==> src/rtl/dbg_ram_rd_ctrl.sv <==
// Read-side controller for the debug capture RAM: issues port-b reads and returns
// the captured words as a valid/ready stream through a 2-entry fall-through buffer.
module dbg_ram_rd_ctrl #(
  parameter int RAM_DEPTH  = 4096,
  parameter int ADDR_WIDTH = 13,
  parameter int DATA_WIDTH = 32
) (
  input  logic                clk,
  input  logic                rst_n,
  input  logic                start,
  input  logic                abort,
  input  logic [ADDR_WIDTH:0] start_addr,
  input  logic [ADDR_WIDTH:0] rd_len,
  output logic                csb,
  output logic                wrb,
  output logic [ADDR_WIDTH:0] addrb,
  output logic [DATA_WIDTH:0] dinb,
  input  logic [DATA_WIDTH:0] doutb,
  output logic [DATA_WIDTH:0] dout,
  output logic                dout_vld,
  input  logic                dout_rdy,
  output logic                busy,
  output logic                done,
  output logic [1:0]          dbg_state
);

  localparam int AW1 = ADDR_WIDTH + 1;
  localparam logic [ADDR_WIDTH:0] DEPTH_W   = AW1'(RAM_DEPTH);
  localparam logic [ADDR_WIDTH:0] LAST_ADDR = AW1'(RAM_DEPTH - 1);
  localparam logic [ADDR_WIDTH:0] ONE_A     = AW1'(1);

  typedef enum logic [1:0] {
    IDLE  = 2'd0,
    READ  = 2'd1,
    DRAIN = 2'd2
  } state_e;

  state_e              state_q;
  logic [ADDR_WIDTH:0] cur_addr_q;
  logic [ADDR_WIDTH:0] remaining_q;
  logic [DATA_WIDTH:0] buf_q [2];
  logic [1:0]          occ_q;
  logic [1:0]          occ_d;
  logic [1:0]          occ_sum;
  logic                wr_ptr_q;
  logic                rd_ptr_q;
  logic                inflight_q;
  logic                issue;
  logic                hs;
  logic                push;
  logic                pop;
  logic                last_word;

  // Stream handshake: a word transfers in any cycle where dout_vld && dout_rdy;
  // dout holds steady while dout_vld is high and dout_rdy is low.
  // An in-flight word with an empty buffer is presented straight from doutb,
  // which is what gives first data two cycles after start.
  always_comb begin
    occ_sum   = occ_q + {1'b0, inflight_q};
    issue     = (state_q == READ) && (remaining_q != '0) && (occ_sum < 2'd2);
    dout_vld  = (occ_q != 2'd0) || inflight_q;
    if (occ_q != 2'd0) begin
      dout = buf_q[rd_ptr_q];
    end else if (inflight_q) begin
      dout = doutb;
    end else begin
      dout = '0;
    end
    hs        = dout_vld && dout_rdy;
    pop       = hs && (occ_q != 2'd0);
    push      = inflight_q && !(hs && (occ_q == 2'd0));
    last_word = (state_q == DRAIN) && (occ_sum == 2'd1);
    done      = hs && last_word && !abort;
    occ_d     = occ_q + {1'b0, push} - {1'b0, pop};
  end

  assign csb       = issue;
  assign wrb       = 1'b0;
  assign dinb      = '0;
  assign addrb     = cur_addr_q;
  assign busy      = (state_q != IDLE);
  assign dbg_state = state_q;

  always_ff @(posedge clk or negedge rst_n) begin
    if (!rst_n) begin
      state_q     <= IDLE;
      cur_addr_q  <= '0;
      remaining_q <= '0;
      occ_q       <= 2'd0;
      wr_ptr_q    <= 1'b0;
      rd_ptr_q    <= 1'b0;
      inflight_q  <= 1'b0;
      buf_q[0]    <= '0;
      buf_q[1]    <= '0;
    end else if (abort) begin
      // Dropping inflight_q discards the read whose data arrives next cycle.
      state_q    <= IDLE;
      occ_q      <= 2'd0;
      wr_ptr_q   <= 1'b0;
      rd_ptr_q   <= 1'b0;
      inflight_q <= 1'b0;
    end else begin
      inflight_q <= issue;
      occ_q      <= occ_d;
      if (push) begin
        buf_q[wr_ptr_q] <= doutb;
        wr_ptr_q        <= ~wr_ptr_q;
      end
      if (pop) begin
        rd_ptr_q <= ~rd_ptr_q;
      end
      case (state_q)
        IDLE: begin
          if (start) begin
            cur_addr_q  <= start_addr;
            remaining_q <= (rd_len == '0) ? DEPTH_W : rd_len;
            state_q     <= READ;
          end
        end
        READ: begin
          if (issue) begin
            cur_addr_q  <= (cur_addr_q == LAST_ADDR) ? '0 : cur_addr_q + ONE_A;
            remaining_q <= remaining_q - ONE_A;
            if (remaining_q == ONE_A) begin
              state_q <= DRAIN;
            end
          end
        end
        DRAIN: begin
          if (done) begin
            state_q <= IDLE;
          end
        end
        default: state_q <= IDLE;
      endcase
    end
  end

endmodule
==> config.mk <==
export PLATFORM = sky130hd
export DESIGN_NAME = dbg_ram_rd_ctrl
export DESIGN_NICKNAME = d
export VERILOG_FILES = /design/src/rtl/dbg_ram_rd_ctrl.sv
export SDC_FILE = /design/constraint.sdc
export NUM_CORES = 1
export LEC_CHECK = 0
export ABC_AREA = 1
export ABC_CLOCK_PERIOD_IN_PS = 2130
export CAP_MARGIN = 20
export CORE_MARGIN = 4
export CORE_UTILIZATION = 50
export CTS_BUF_LIST = sky130_fd_sc_hd__clkbuf_16
export DETAILED_ROUTE_END_ITERATION = 12
export PLACE_DENSITY = 0.82
export SLEW_MARGIN = 20
export SYNTH_ARGS = -nofsm -noshare
export SYNTH_HDL_FRONTEND = slang
export SYNTH_SLANG_ARGS = --single-unit
==> constraint.sdc <==
create_clock -name clk -period 2.13 [get_ports clk]
set_input_delay 0.426 -clock clk [delete_from_list [all_inputs] [get_ports clk]]
set_output_delay 0.426 -clock clk [all_outputs]
set_load 0.005 [all_outputs]
# After elaboration in Yosys (flattened, before gate mapping)
# Index checks and enable logic that the tools add are counted.
dict set report classes {
  addsub 5
  order_cmp 4
  eq_ne 11
  n_mux 28
  bitwise 5
  reduce_logical 25
}
# cell n
set ops {}
lappend ops {{33-bit 2-to-1 mux} 6}
lappend ops {{14-bit 2-to-1 mux} 6}
lappend ops {{66-bit bitwise mux} 1}
lappend ops {{14-bit case mux with 2 select lines} 2}
lappend ops {{33-bit demux with 1-bit select} 1}
lappend ops {{14-bit by 1-bit adder with 14-bit output, second input constant} 1}
lappend ops {{14-bit by 1-bit == test with 1-bit output, second input constant} 1}
lappend ops {{14-bit by 12-bit == test with 1-bit output, second input constant} 1}
lappend ops {{14-bit logical NOT} 1}
lappend ops {{14-bit nonzero test} 1}
lappend ops {{14-bit by 1-bit subtractor with 14-bit output, second input constant} 1}
lappend ops {{2-bit 2-to-1 mux} 6}
lappend ops {{1-bit logical AND} 10}
lappend ops {{2-bit nonzero test} 5}
lappend ops {{3-bit != test, second input constant} 3}
lappend ops {{4-bit AND reduction} 2}
lappend ops {{2-bit case mux with 3 select lines} 1}
lappend ops {{1-bit 2-to-1 mux} 5}
lappend ops {{2-bit by 1-bit adder with 2-bit output} 2}
lappend ops {{2-bit by 1-bit == test with 1-bit output, second input constant} 2}
lappend ops {{2-bit >= comparator, second input constant} 2}
lappend ops {{2-bit logical NOT} 2}
lappend ops {{2-bit != test, second input constant} 2}
lappend ops {{1-bit inverter with 2-bit output} 2}
lappend ops {{9 further kinds} 12}
dict set report totals {
  ff_bits 101
  input_bits 66
}

# Depth between registers and ports, before layout
# Gate-level depths: netlist of the first run.
dict set report depth {
  depth_word 9
  depth_mapped 12
  depth_no_buf 11
}

# Worst setup path before layout of the first run
# No wires, ideal clock.
dict set report synth_path {
  kind {reg-to-output}
  startpoint {register rd_ptr_q}
  endpoint {output port dout[10]}
  arrival_ps 1203
  required_time_ps 1704
  setup_slack_ps 501
  stages_incl_launch_ff 6
  n_path_buf 2
  path_cell_list {dfrtp_1 -> buf_2 -> inv_1 -> buf_1 -> nor2_1 -> o32ai_1}
}
dict set report synth_via {
  elab_chain_cells 5
}
# item line_no
set synth_rtl {}
lappend synth_rtl {{start: declaration} 46} ;# logic rd_ptr_q;
lappend synth_rtl {{start signal: assignment} 110} ;# rd_ptr_q <= ~rd_ptr_q;
lappend synth_rtl {{1-bit inverter with 2-bit output (not written as such)} 63} ;# dout = buf_q[rd_ptr_q];
lappend synth_rtl {{33-bit 2-to-1 mux (not written as such) (3 in series)} 63}
lappend synth_rtl {{33-bit 2-to-1 mux} 62} ;# if (occ_q != 2'd0) begin
lappend synth_rtl {{end: declaration} 19} ;# output logic [DATA_WIDTH:0] dout,
# Every way passes these cells. The select of a mux whose other input is x is not followed.

# Final worst setup path of the first run
dict set report layout_path {
  startpoint {register remaining_q[9]}
  endpoint {output port csb}
}
dict set report layout_via {
  elab_chain_cells 3
}
# item line_no
set layout_rtl {}
lappend layout_rtl {{start: declaration} 40} ;# logic [ADDR_WIDTH:0] remaining_q;
lappend layout_rtl {{start signal: assignment} 116} ;# remaining_q <= (rd_len == '0) ? DEPTH_W : rd_len;
lappend layout_rtl {{start signal: assignment} 123} ;# remaining_q <= remaining_q - ONE_A;
lappend layout_rtl {{14-bit nonzero test} 60} ;# issue = (state_q == READ) && (remaining_q != '0) && (occ_sum < 2'd2);
lappend layout_rtl {{1-bit logical AND (2 in series)} 60}
lappend layout_rtl {{end: declaration} 14} ;# output logic csb,
# Every way passes these cells.

==> summary.md, run 1 <==
| Metric | Value |
|---|---|
| Commonest cells post-synth | nand2_1 (238), nor2_1 (114), dfrtp_1 (101) |
| Internal power | 0.00559 W |
| Placed cell count | 1053 |
| Avg WL per Cell | 14.2 µm |
| Area contributors post-synth | dfrtp_1 (43%), nand2_1 (15%), nor2_1 (7.3%) |
| Htree depth | 3 |
| Largest area contributor in the netlist | dfrtp_1 |
| Skew final | 0.0121 ns |
| CTS Buf Count | 9 |
| Mapped Avg Cell Area | 7.38 µm² |
| I/O pin count | 153 |
| Final worst path period share | a little over nine tenths |
| Largest delay share family, worst path | simple AND/OR/NAND/NOR gates |
| Synthesized area | 5890 µm² |
| Core area | around 11000 µm² |
| Setup TNS | 0 ns |
| Most common flop cell mapped by yosys | dfrtp_1 |
| Sequential-to-total area share from yosys stat | about 43% |
| Area grow syn2layout | 28.4% |
| Flop pwr share | 35.5% |
| Die X | 117 µm |
| Final Max Slew Viols | 0 |
| Remaining antenna violation count after routing | 0 |
| Drt via density | 5.17 |
| First-pass GRT wire length | ~24 mm |
| Post-synth ARST share | 100% |
| Critical path, cell by cell | nor2_2 -> nand2_1 -> nor2_1 -> nand2_1 -> nand2_2 -> inv_1 -> dlygate4sd2_1 |
| Final Hold Viols | 0 |
| CP max-delay cell | dfrtp_1 |
| Gp weighted congestion | 0.943 |
| Clock share of power | roughly 17% |
| Final nets | 1001 |
| VDD IR max | roughly 0.0007 V |
| Cell row count | 39 |
| Buffers on Ports | 118 |
| Initial DRC count | approximately 460 |
| Largest net degree at the start of global routing | 68 |
| Most common cell on crit path | nand2_1 |
| Mapped Cells | 798 |
| Top cell type's share of synthesized area | 42.9% |
| Status | finished clean |
| Logic pwr share | 48.0% |
| CTS sink cnt | 101 |
| Antenna diodes | 0 |
| DIE AREA | 13600 µm² |
| Most common cell in the netlist | nand2_1 |
| Element type at the critical path end | output port |
| RSZ-0062 raised after global routing | true |
| # setup viols final | 0 |
| NetSw | 0.00391 W |
| Max-Cap Viols | 0 |
| Sw frac | 41.1% |
| Vias in the first global route | 5267 |
| Setup crit start kind | flip-flop |
| Maximum fanout along the worst path | 4 |
| Tmin final | 2.08 ns |
| Worst Path Buf+Inv | 2 |
| Synth cell types | 35 |
| Routed vias | 5565 |
| Share of cells above drive strength 1 | between 10% and 20% |
| Clk root buf | clkbuf_16 |
| Setup CP Type | flip-flop to output port |
| Drt total wl | 15.2 mm |
| PD cells | ~1300 nW/µm² |
| Initial antenna violation count | 0 |
| GRT Util Overall | 22.3% |
| Maximum clock rate | 480 MHz |
| Worst EP arrival | 1.66 ns |
| Drc violations | 0 |
| Initial Utilization | between 50% and 60% |
| Drt first pass iters | 5 |
| Clk slew on worst S/H paths | 0.07 ns |
| Finished Layout Cells | approximately 1100 |
| Die Y-Extent | 117 µm |
| Hold Path Class | primary input to asynchronous set/reset pin |
| HPWL after detailed placement | 10.2 mm |
| Worst path max stage delay | roughly 0.42 ns |
| Clock Tree Buf Depth | 2 |
| Synth Register Bits | 101 |
| Synth Warn # | 0 |
| EDFF count, synth | 0 |
| CTS tree | done |
| Worst skew pair latency | 0.35 ns |
| Worst Path Required | 1.70 ns |
| Leak Pwr | 3.89 nW |
| Util after Layout | 66.0% |
| Grt ovf | 0 |
[per-layer routing]
layer  part of all wire (%)  track usage [%]
met1                     43             29.3
met2                     48             36.3
met4                    1.4             6.80
met3                    8.2             6.17
met5                      0                0
[final timing paths]
kind	end	slack [ns]	depth (start not counted)	start
setup reg to reg	addrb[9]	0.26	11	inflight_q
hold reg to reg	buf_q[10]	0.49	2	buf_q[10]
max in group asynchronous	buf_q[56]	1.55	2	rst_n
hold / removal	remaining_q[9]	0.02	1	rst_n
min in group clk	buf_q[10]	0.49	2	buf_q[10]
setup / recovery	csb	0.05	7	remaining_q[9]
[worst reg2reg max path: cells and delay by family (launching register included)]
| family | cells | cell delay, ns |
|---|---|---|
| AO/OA/AOI/OAI | 1 | 0.15 |
| adder cells (fa/ha/maj) | 1 | 0.18 |
| flip-flops | 1 | 0.46 |
| AND/OR/NAND/NOR | 6 | 0.52 |
| buffers and inverters | 3 | 0.43 |
[power by group through the flow]
stage / Combinational (W) / Clock, W / Sequential (W)
3_3_place_gp: 0.00452 / 0 / 0.00333
6_report: 0.00456 / 0.00157 / 0.00337
4_1_cts: 0.00454 / 0.00159 / 0.00335
3_5_place_dp: 0.00460 / 0 / 0.00335
5_1_grt: 0.00517 / 0.00166 / 0.00349
2_1_floorplan: 0.00275 / 0 / 0.00321
[metrics by stage]
step / total power [W] / cell area (µm²) / worst slack [ns] / hold slack, ns
final: 0.00951 / 7570 / 0.0465 / 0.0164
after global routing: 0.0103 / 7570 / -0.0268 / 0.0368
after CTS: 0.00949 / 7600 / -0.0421 / 0.0174
after detailed placement: 0.00795 / 7270 / -0.0400 / 0.389
after global placement: 0.00785 / 7270 / -0.0594 / 0.389
after floorplan: 0.00596 / 6020 / 0.501 / 0.130
[timing repair]
action,4_1_cts,5_1_grt
hold buffers,0,0
pin swaps,4,5
setup buffers,2,3
cloned,1,1
gates resized for setup,73,58
setup endpoints to repair,35,33
[area by class of cell]
cell class                      count  area, µm²
Fill cell                         958       3900
Multi-Input combinational cell    586       2830
Sequential cell                   101       2530
Timing Repair Buffer              158       1480
Inverter                           72        273
Clock buffer                        9        225
Tap cell                          143        179
Clock inverter                      7       51.3
[flip-flops by register name, summed over array words and instances, names as in the netlist]
name	cells
occ_q	2
rd_ptr_q	1
wr_ptr_q	1
buf_q	66
inflight_q	1
dbg_state	2
addrb	14
remaining_q	14
[cell families (layout without fill, tap and decap cells)]
family                   after synthesis  count (layout)  synth area share, %
buffers and inverters                144             246                 12.7
adder cells (fa/ha/maj)                7               7                 1.49
flip-flops                           101             101                 42.9
multiplexers                           3               3                0.510
XOR/XNOR                               8               8                 1.19
AND/OR/NAND/NOR                      403             403                 27.5
other                                  1              34               0.0636
AO/OA/AOI/OAI                        131             131                 13.7
[layout by cell type, fill, tap and decap left out, types with 6 or more instances in the layout]
| cell | count |
|---|---|
| o32ai_2 | 9 |
| o21ai_0 | 72 |
| buf_4 | 28 |
| conb_1 | 34 |
| buf_12 | 10 |
| clkbuf_2 | 21 |
| clkbuf_16 | 10 |
| nand2_1 | 237 |
| ha_1 | 6 |
| clkdlybuf4s50_1 | 82 |
| nand4_1 | 8 |
| inv_1 | 72 |
| nand3_1 | 30 |
| nor2_1 | 113 |
| o32ai_1 | 24 |
| dfrtp_1 | 99 |
| buf_2 | 12 |
| o21ai_1 | 16 |
Power figures use the tool's default switching activity.
==> run 2, diff against run 1 <==
--- a/config.mk
+++ b/config.mk
@@ -8,12 +8,11 @@
 export ABC_AREA = 1
 export ABC_CLOCK_PERIOD_IN_PS = 2130
 export CAP_MARGIN = 20
-export CORE_MARGIN = 4
 export CORE_UTILIZATION = 50
 export CTS_BUF_LIST = sky130_fd_sc_hd__clkbuf_16
 export DETAILED_ROUTE_END_ITERATION = 12
 export PLACE_DENSITY = 0.82
-export SLEW_MARGIN = 20
+export SKIP_LAST_GASP = 1
 export SYNTH_ARGS = -nofsm -noshare
 export SYNTH_HDL_FRONTEND = slang
 export SYNTH_SLANG_ARGS = --single-unit
==> run 2 against run 1 <==
The flow now finishes with violations (negative setup slack). Critical path depth shrank 1. Die area shrank 10%. Wire length shrank 6.4%. Clock skew shrank 0.0014 ns. Sequential cell count is the same. Global-route usage grew 1.6 points. Critical path type unchanged. Largest cell class unchanged. Largest power group unchanged.
==> summary.md, run 2 (synthesis gave the netlist of run 1 again) <==
| Metric | Value |
|---|---|
| Worst Path Buf+Inv | 4 |
| Cell row count | 39 |
| Drt first pass iters | 7 |
| Worst EP arrival | 1.82 ns |
| Avg WL per Cell | 13.3 µm |
| Drt total wl | 14.3 mm |
| Buffers on Ports | 118 |
| Most used cells in the layout excluding fill and tap cells | nand2_1 (237), nor2_1 (112), dfrtp_1 (101) |
| Slack of the critical path | -0.115 ns |
| Finished Layout Cells | 1071 |
| Status | finished, violations left |
| Final Max Slew Viols | 0 |
| Largest net degree at the start of global routing | 68 |
| Vias in the first global route | slightly above 5000 |
| Initial antenna violation count | 0 |
| Worst r2r src | occ_q[0] |
| Final worst path period share | 105% |
| RSZ-0062 raised after global routing | true |
| CTS sink cnt | ~100 |
| Final nets | between 900 and 1000 |
| Sw frac | 40.2% |
| Core area | roughly 11000 µm² |
| Leak Pwr | 3.92 nW |
| R2R depth | 10 |
| NetSw | 0.00390 W |
| Clk root buf | clkbuf_16 |
| Internal power | just under 0.006 W |
| Htree depth | 3 |
| I/O pin count | 153 |
| Critical path, cell by cell | buf_6 -> nor2_4 -> buf_12 -> buf_4 -> o32ai_1 -> dlygate4sd2_1 |
| GRT Util Overall | 24.0% |
| Clock share of power | 16.8% |
| Share of cells above drive strength 1 | between 10% and 20% |
| Violated checks | negative setup slack |
| CTS tree | done |
| Largest delay share family, worst path | buffers and inverters |
| Routed wl met3 | 859 µm |
| Pre-CTS WS | -0.186 ns |
| Setup CP Type | flip-flop to output port |
| Worst skew pair latency | 0.35 ns |
| Initial Utilization | ~51% |
| Setup crit start kind | flip-flop |
| Flop pwr share | 34.6% |
| Met2 WL | around 6.8 mm |
| Total power | 0.00970 W |
| Top Layer Used | met4 |
| Util after Layout | about two thirds |
| DIE AREA | 12200 µm² |
| Remaining antenna violation count after routing | 0 |
| Hold Path Class | primary input to asynchronous set/reset pin |
| Routed vias | 5520 |
| Max-Cap Viols | 0 |
| Logic pwr share | 48.6% |
| Max reg flops | 66 |
| Maximum fanout along the worst path | 6 |
| Drt via density | between 5 and 6 |
| Skew final | 0.0106 ns |
| Clk slew on worst S/H paths | about 0.070 ns |
| Area grow syn2layout | 29.4% |
| VDD IR max | 0.000818 V |
| Setup TNS | -0.929 ns |
| CTS Buf Count | 9 |
| Reg2reg setup slack | 0.27 ns |
| Antenna diodes | 0 |
| Maximum clock rate | 445 MHz |
| First-pass GRT wire length | 24.1 mm |
| Worst R2R End | occ_q[1] |
| Die X | 111 µm |
| Routed length on met1 | 6.38 mm |
| Placed cell count | about 1000 |
| Element type at the critical path end | output port |
| Commonest non-fill, non-tap cell in the layout | nand2_1 |
| Final Hold Viols | 0 |
| Largest Register | buf_q |
| Gp weighted congestion | between 0.8 and 0.9 |
| Clock Tree Buf Depth | 2 |
| PD cells | 1270 nW/µm² |
| Grt ovf | 0 |
| Worst Path Required | 1.70 ns |
| Die Y-Extent | 111 µm |
| HPWL after detailed placement | 9.50 mm |
| Drc violations | 0 |
| Initial DRC count | 348 |
| Worst path max stage delay | 0.39 ns |
| CP max-delay cell | dfrtp_1 |
| # setup viols final | 14 |
| Tmin final | 2.24 ns |
[run 2: cell count changes in the layout (fill, tap and decap cells not counted), moves of 4 or more]
cell / before / now
clkbuf_2: 21 / 14
o32ai_1: 24 / 18
o32ai_2: 9 / 14
buf_2: 12 / 7
dlygate4sd2_1: 2 / 9
clkdlybuf4s15_1: 0 / 4
[run 2: layout make-up]
cell class	instances	area, µm²
inverter	72	273
clock buffer	9	225
multi-input combinational	586	2880
clock inverter	5	61.3
sequential	101	2530
timing repair buffer	155	1480
fill	970	3840
tap	143	179
[run 2: how the worst max path moves through the flow]
| stage | startpoint | end | slack [ns] | depth (start not counted) |
|---|---|---|---|---|
| after floorplan | rd_ptr_q | dout[10] | 0.50 | 5 |
| after global placement | dout_rdy | done | -0.18 | 6 |
| after detailed placement | dout_rdy | done | -0.19 | 6 |
| after CTS | inflight_q | csb | -0.20 | 7 |
| after global routing | occ_q[0] | dout[25] | -0.15 | 6 |
| final | occ_q[0] | dout[2] | -0.11 | 6 |
[run 2: what timing repair did]
item,CTS,global route
setup endpoints to repair,36,36
pin swaps,5,6
hold buffers,0,0
setup buffers,5,4
gates resized for setup,44,71
cloned,1,0
[run 2: power groups by stage]
stage / Clock (W) / Sequential [W] / Combinational [W]
6_report: 0.00163 / 0.00336 / 0.00471
3_5_place_dp: 0 / 0.00335 / 0.00452
2_1_floorplan: 0 / 0.00321 / 0.00275
4_1_cts: 0.00167 / 0.00333 / 0.00455
5_1_grt: 0.00174 / 0.00347 / 0.00527
3_3_place_gp: 0 / 0.00333 / 0.00440
[run 2: per-layer routing]
layer,vias up,global-route usage [%]
li1,2753,-
met1,2565,31.4
met2,180,39.0
met3,22,6.20
met4,0,7.29
met5,-,0
[run 2: through the flow]
step | hold WS (ns) | cell area (µm²)
floorplan | 0.130 | 6020
global placement | 0.404 | 7220
detailed placement | 0.403 | 7220
CTS | 0.0215 | 7550
global route | 0.0335 | 7630
finish | 0.00974 | 7630
[run 2: worst register-to-register path: stages (launching register included)]
cell	delay, ns
dfrtp_1	0.41
buf_6	0.14
nor2_4	0.14
buf_4	0.17
buf_16	0.16
nor2_1	0.08
ha_1	0.27
inv_1	0.04
ha_1	0.17
xor2_1	0.15
nor2_1	0.08
==> run 3, diff against run 2 <==
--- a/config.mk
+++ b/config.mk
@@ -6,7 +6,7 @@
 export NUM_CORES = 1
 export LEC_CHECK = 0
 export ABC_AREA = 1
-export ABC_CLOCK_PERIOD_IN_PS = 2130
+export ABC_CLOCK_PERIOD_IN_PS = 2100
 export CAP_MARGIN = 20
 export CORE_UTILIZATION = 50
 export CTS_BUF_LIST = sky130_fd_sc_hd__clkbuf_16
==> constraint.sdc (replaced) <==
create_clock -name clk -period 2.1 [get_ports clk]
set_input_delay 0.42 -clock clk [delete_from_list [all_inputs] [get_ports clk]]
set_output_delay 0.42 -clock clk [all_outputs]
set_load 0.005 [all_outputs]
==> run 3 against run 2 <==
The run still ends with negative setup slack left. Wire length up 5.7%. Cell count up 0.75%. Clock skew down 0.0017 ns. Non-clock buffer count up 6.
==> summary.md, run 3 (synthesis gave the netlist of run 1 again) <==
| Metric | Value |
|---|---|
| Status | finished, violations left |
| Share of cells above drive strength 1 | 12.0% |
| Worst skew pair latency | 0.34 ns |
| Core area | around 11000 µm² |
| Logic pwr share | approximately half |
| Largest net degree at the start of global routing | slightly below 70 |
| Hold Path Class | primary input to asynchronous set/reset pin |
| CTS tree | done |
| Placed cell count | 1053 |
| Commonest non-fill, non-tap cell in the layout | nand2_1 |
| Die X | 111 µm |
| Drc violations | 0 |
| CTS sink cnt | 101 |
| Cell row count | 39 |
| Setup CP Type | flip-flop to output port |
| PD cells | 1310 nW/µm² |
| Clk slew on worst S/H paths | approximately 0.07 ns |
| Maximum clock rate | 467 MHz |
| Final Hold Viols | 0 |
| First-pass GRT wire length | 24.1 mm |
| Tightest Pin Transition | 0.588 ns |
| Slack of the critical path | -0.0394 ns |
| Drt via density | 5.22 |
| Remaining antenna violation count after routing | 0 |
| Worst EP arrival | 1.72 ns |
| Maximum fanout along the worst path | 10 |
| Skew final | 0.00891 ns |
| Setup crit start kind | flip-flop |
| Max-Cap Viols | 0 |
| DIE AREA | about 12000 µm² |
| Largest delay share family, worst path | buffers and inverters |
| Sw frac | 39.7% |
| RSZ-0062 raised after global routing | true |
| Finished Layout Cells | 1079 |
| Buffers on Ports | about 120 |
| Initial Utilization | between 50% and 60% |
| Tmin final | 2.14 ns |
| Initial DRC count | 399 |
| Gp weighted congestion | 0.910 |
| Leak Pwr | 4.01 nW |
| Internal power | 0.00617 W |
| Clock share of power | 17.6% |
| Clk root buf | clkbuf_16 |
| Critical path, cell by cell | inv_2 -> buf_6 -> buf_12 -> nor2_1 -> o32ai_1 -> dlygate4sd2_1 |
| Area grow syn2layout | 32.1% |
| CTS Hold Bufs | 0 |
| Most used cells in the layout excluding fill and tap cells | nand2_1 (237), nor2_1 (112), dfrtp_1 (100) |
| Worst path max stage delay | 0.45 ns |
| Routed vias | between 5000 and 6000 |
| Vias in the first global route | between 5000 and 6000 |
| Flop pwr share | 33.3% |
| Final Max Slew Viols | 0 |
| Slew headroom | 60.8% |
| Drt total wl | 15.1 mm |
| NetSw | 0.00407 W |
| Max reg flops | 66 |
| HPWL after detailed placement | 9.72 mm |
| Hold slack | 0.0689 ns |
| Largest Register | buf_q |
| Clock Tree Buf Depth | 2 |
| Element type at the critical path end | output port |
| Antenna diodes | 0 |
| Worst Path Buf+Inv | 4 |
| I/O pin count | 153 |
| Avg WL per Cell | 14.0 µm |
| GRT Util Overall | roughly a quarter |
| Worst Path Required | 1.68 ns |
| VDD IR max | 0.000786 V |
| Final worst path period share | 102% |
| Grt ovf | 0 |
| # setup viols final | 5 |
| Die Y-Extent | between 100 and 150 µm |
| CP max-delay cell | dfrtp_1 |
| Htree depth | 3 |
| Drt first pass iters | 5 |
| Final nets | 1004 |
| Initial antenna violation count | 0 |
| CTS Buf Count | 9 |
| Violated checks | negative setup slack |
[run 3: metal layers]
| layer | share of wire, % | wire (µm) | global-route usage (%) |
|---|---|---|---|
| met1 | 43 | 6420 | 30.5 |
| met2 | 48 | 7320 | 39.8 |
| met3 | 6.7 | 1010 | 5.54 |
| met4 | 2.3 | 344 | 8.00 |
| met5 | 0 | 0 | 0 |
[run 3: per-stage QoR]
step | TNS (ns) | cell area [µm²] | power [W] | setup slack, ns | util, %
CTS | -0.817 | 7550 | 0.00969 | -0.263 | 65.8
global route | -0.726 | 7780 | 0.0110 | -0.126 | 67.9
global placement | -0.125 | 7240 | 0.00788 | -0.104 | 63.1
floorplan | 0 | 6020 | 0.00605 | 0.477 | -
detailed placement | -0.139 | 7240 | 0.00800 | -0.102 | 63.1
finish | -0.0938 | 7780 | 0.0102 | -0.0394 | 67.9
[run 3: cell type report]
cell class | count | area [µm²]
Tap cell | 143 | 179
Sequential cell | 101 | 2530
Clock buffer | 9 | 225
Inverter | 72 | 273
Fill cell | 929 | 3680
Timing Repair Buffer | 161 | 1590
Multi-Input combinational cell | 586 | 2900
Clock inverter | 7 | 93.8
[run 3: power groups by stage]
stage	combinational [W]	sequential, W	clock [W]
floorplan	0.00279	0.00326	0
global placement	0.00450	0.00338	0
detailed placement	0.00461	0.00339	0
CTS	0.00448	0.00338	0.00183
global route	0.00560	0.00352	0.00190
finish	0.00502	0.00341	0.00180
[run 3: what timing repair did]
| item | 4_1_cts | 5_1_grt |
|---|---|---|
| endpoints found under the setup margin | 36 | 36 |
| gates cloned | 0 | 4 |
| setup buffers | 1 | 5 |
| resized for setup | 39 | 74 |
| pin swaps | 1 | 5 |
| hold endpoints to repair | 0 | 0 |
[run 3: path summary, 6_finish.rpt]
kind	cells after the start	start	slack, ns	to
worst max register to register	10	occ_q[0]	0.14	occ_q[1]
worst max-delay path	6	rd_ptr_q	-0.04	dout[12]
min in group clk	2	buf_q[38]	0.49	buf_q[38]
worst min-delay path	1	rst_n	0.07	buf_q[31]
worst min register to register	2	buf_q[38]	0.49	buf_q[38]
max in group asynchronous	2	rst_n	1.40	remaining_q[13]
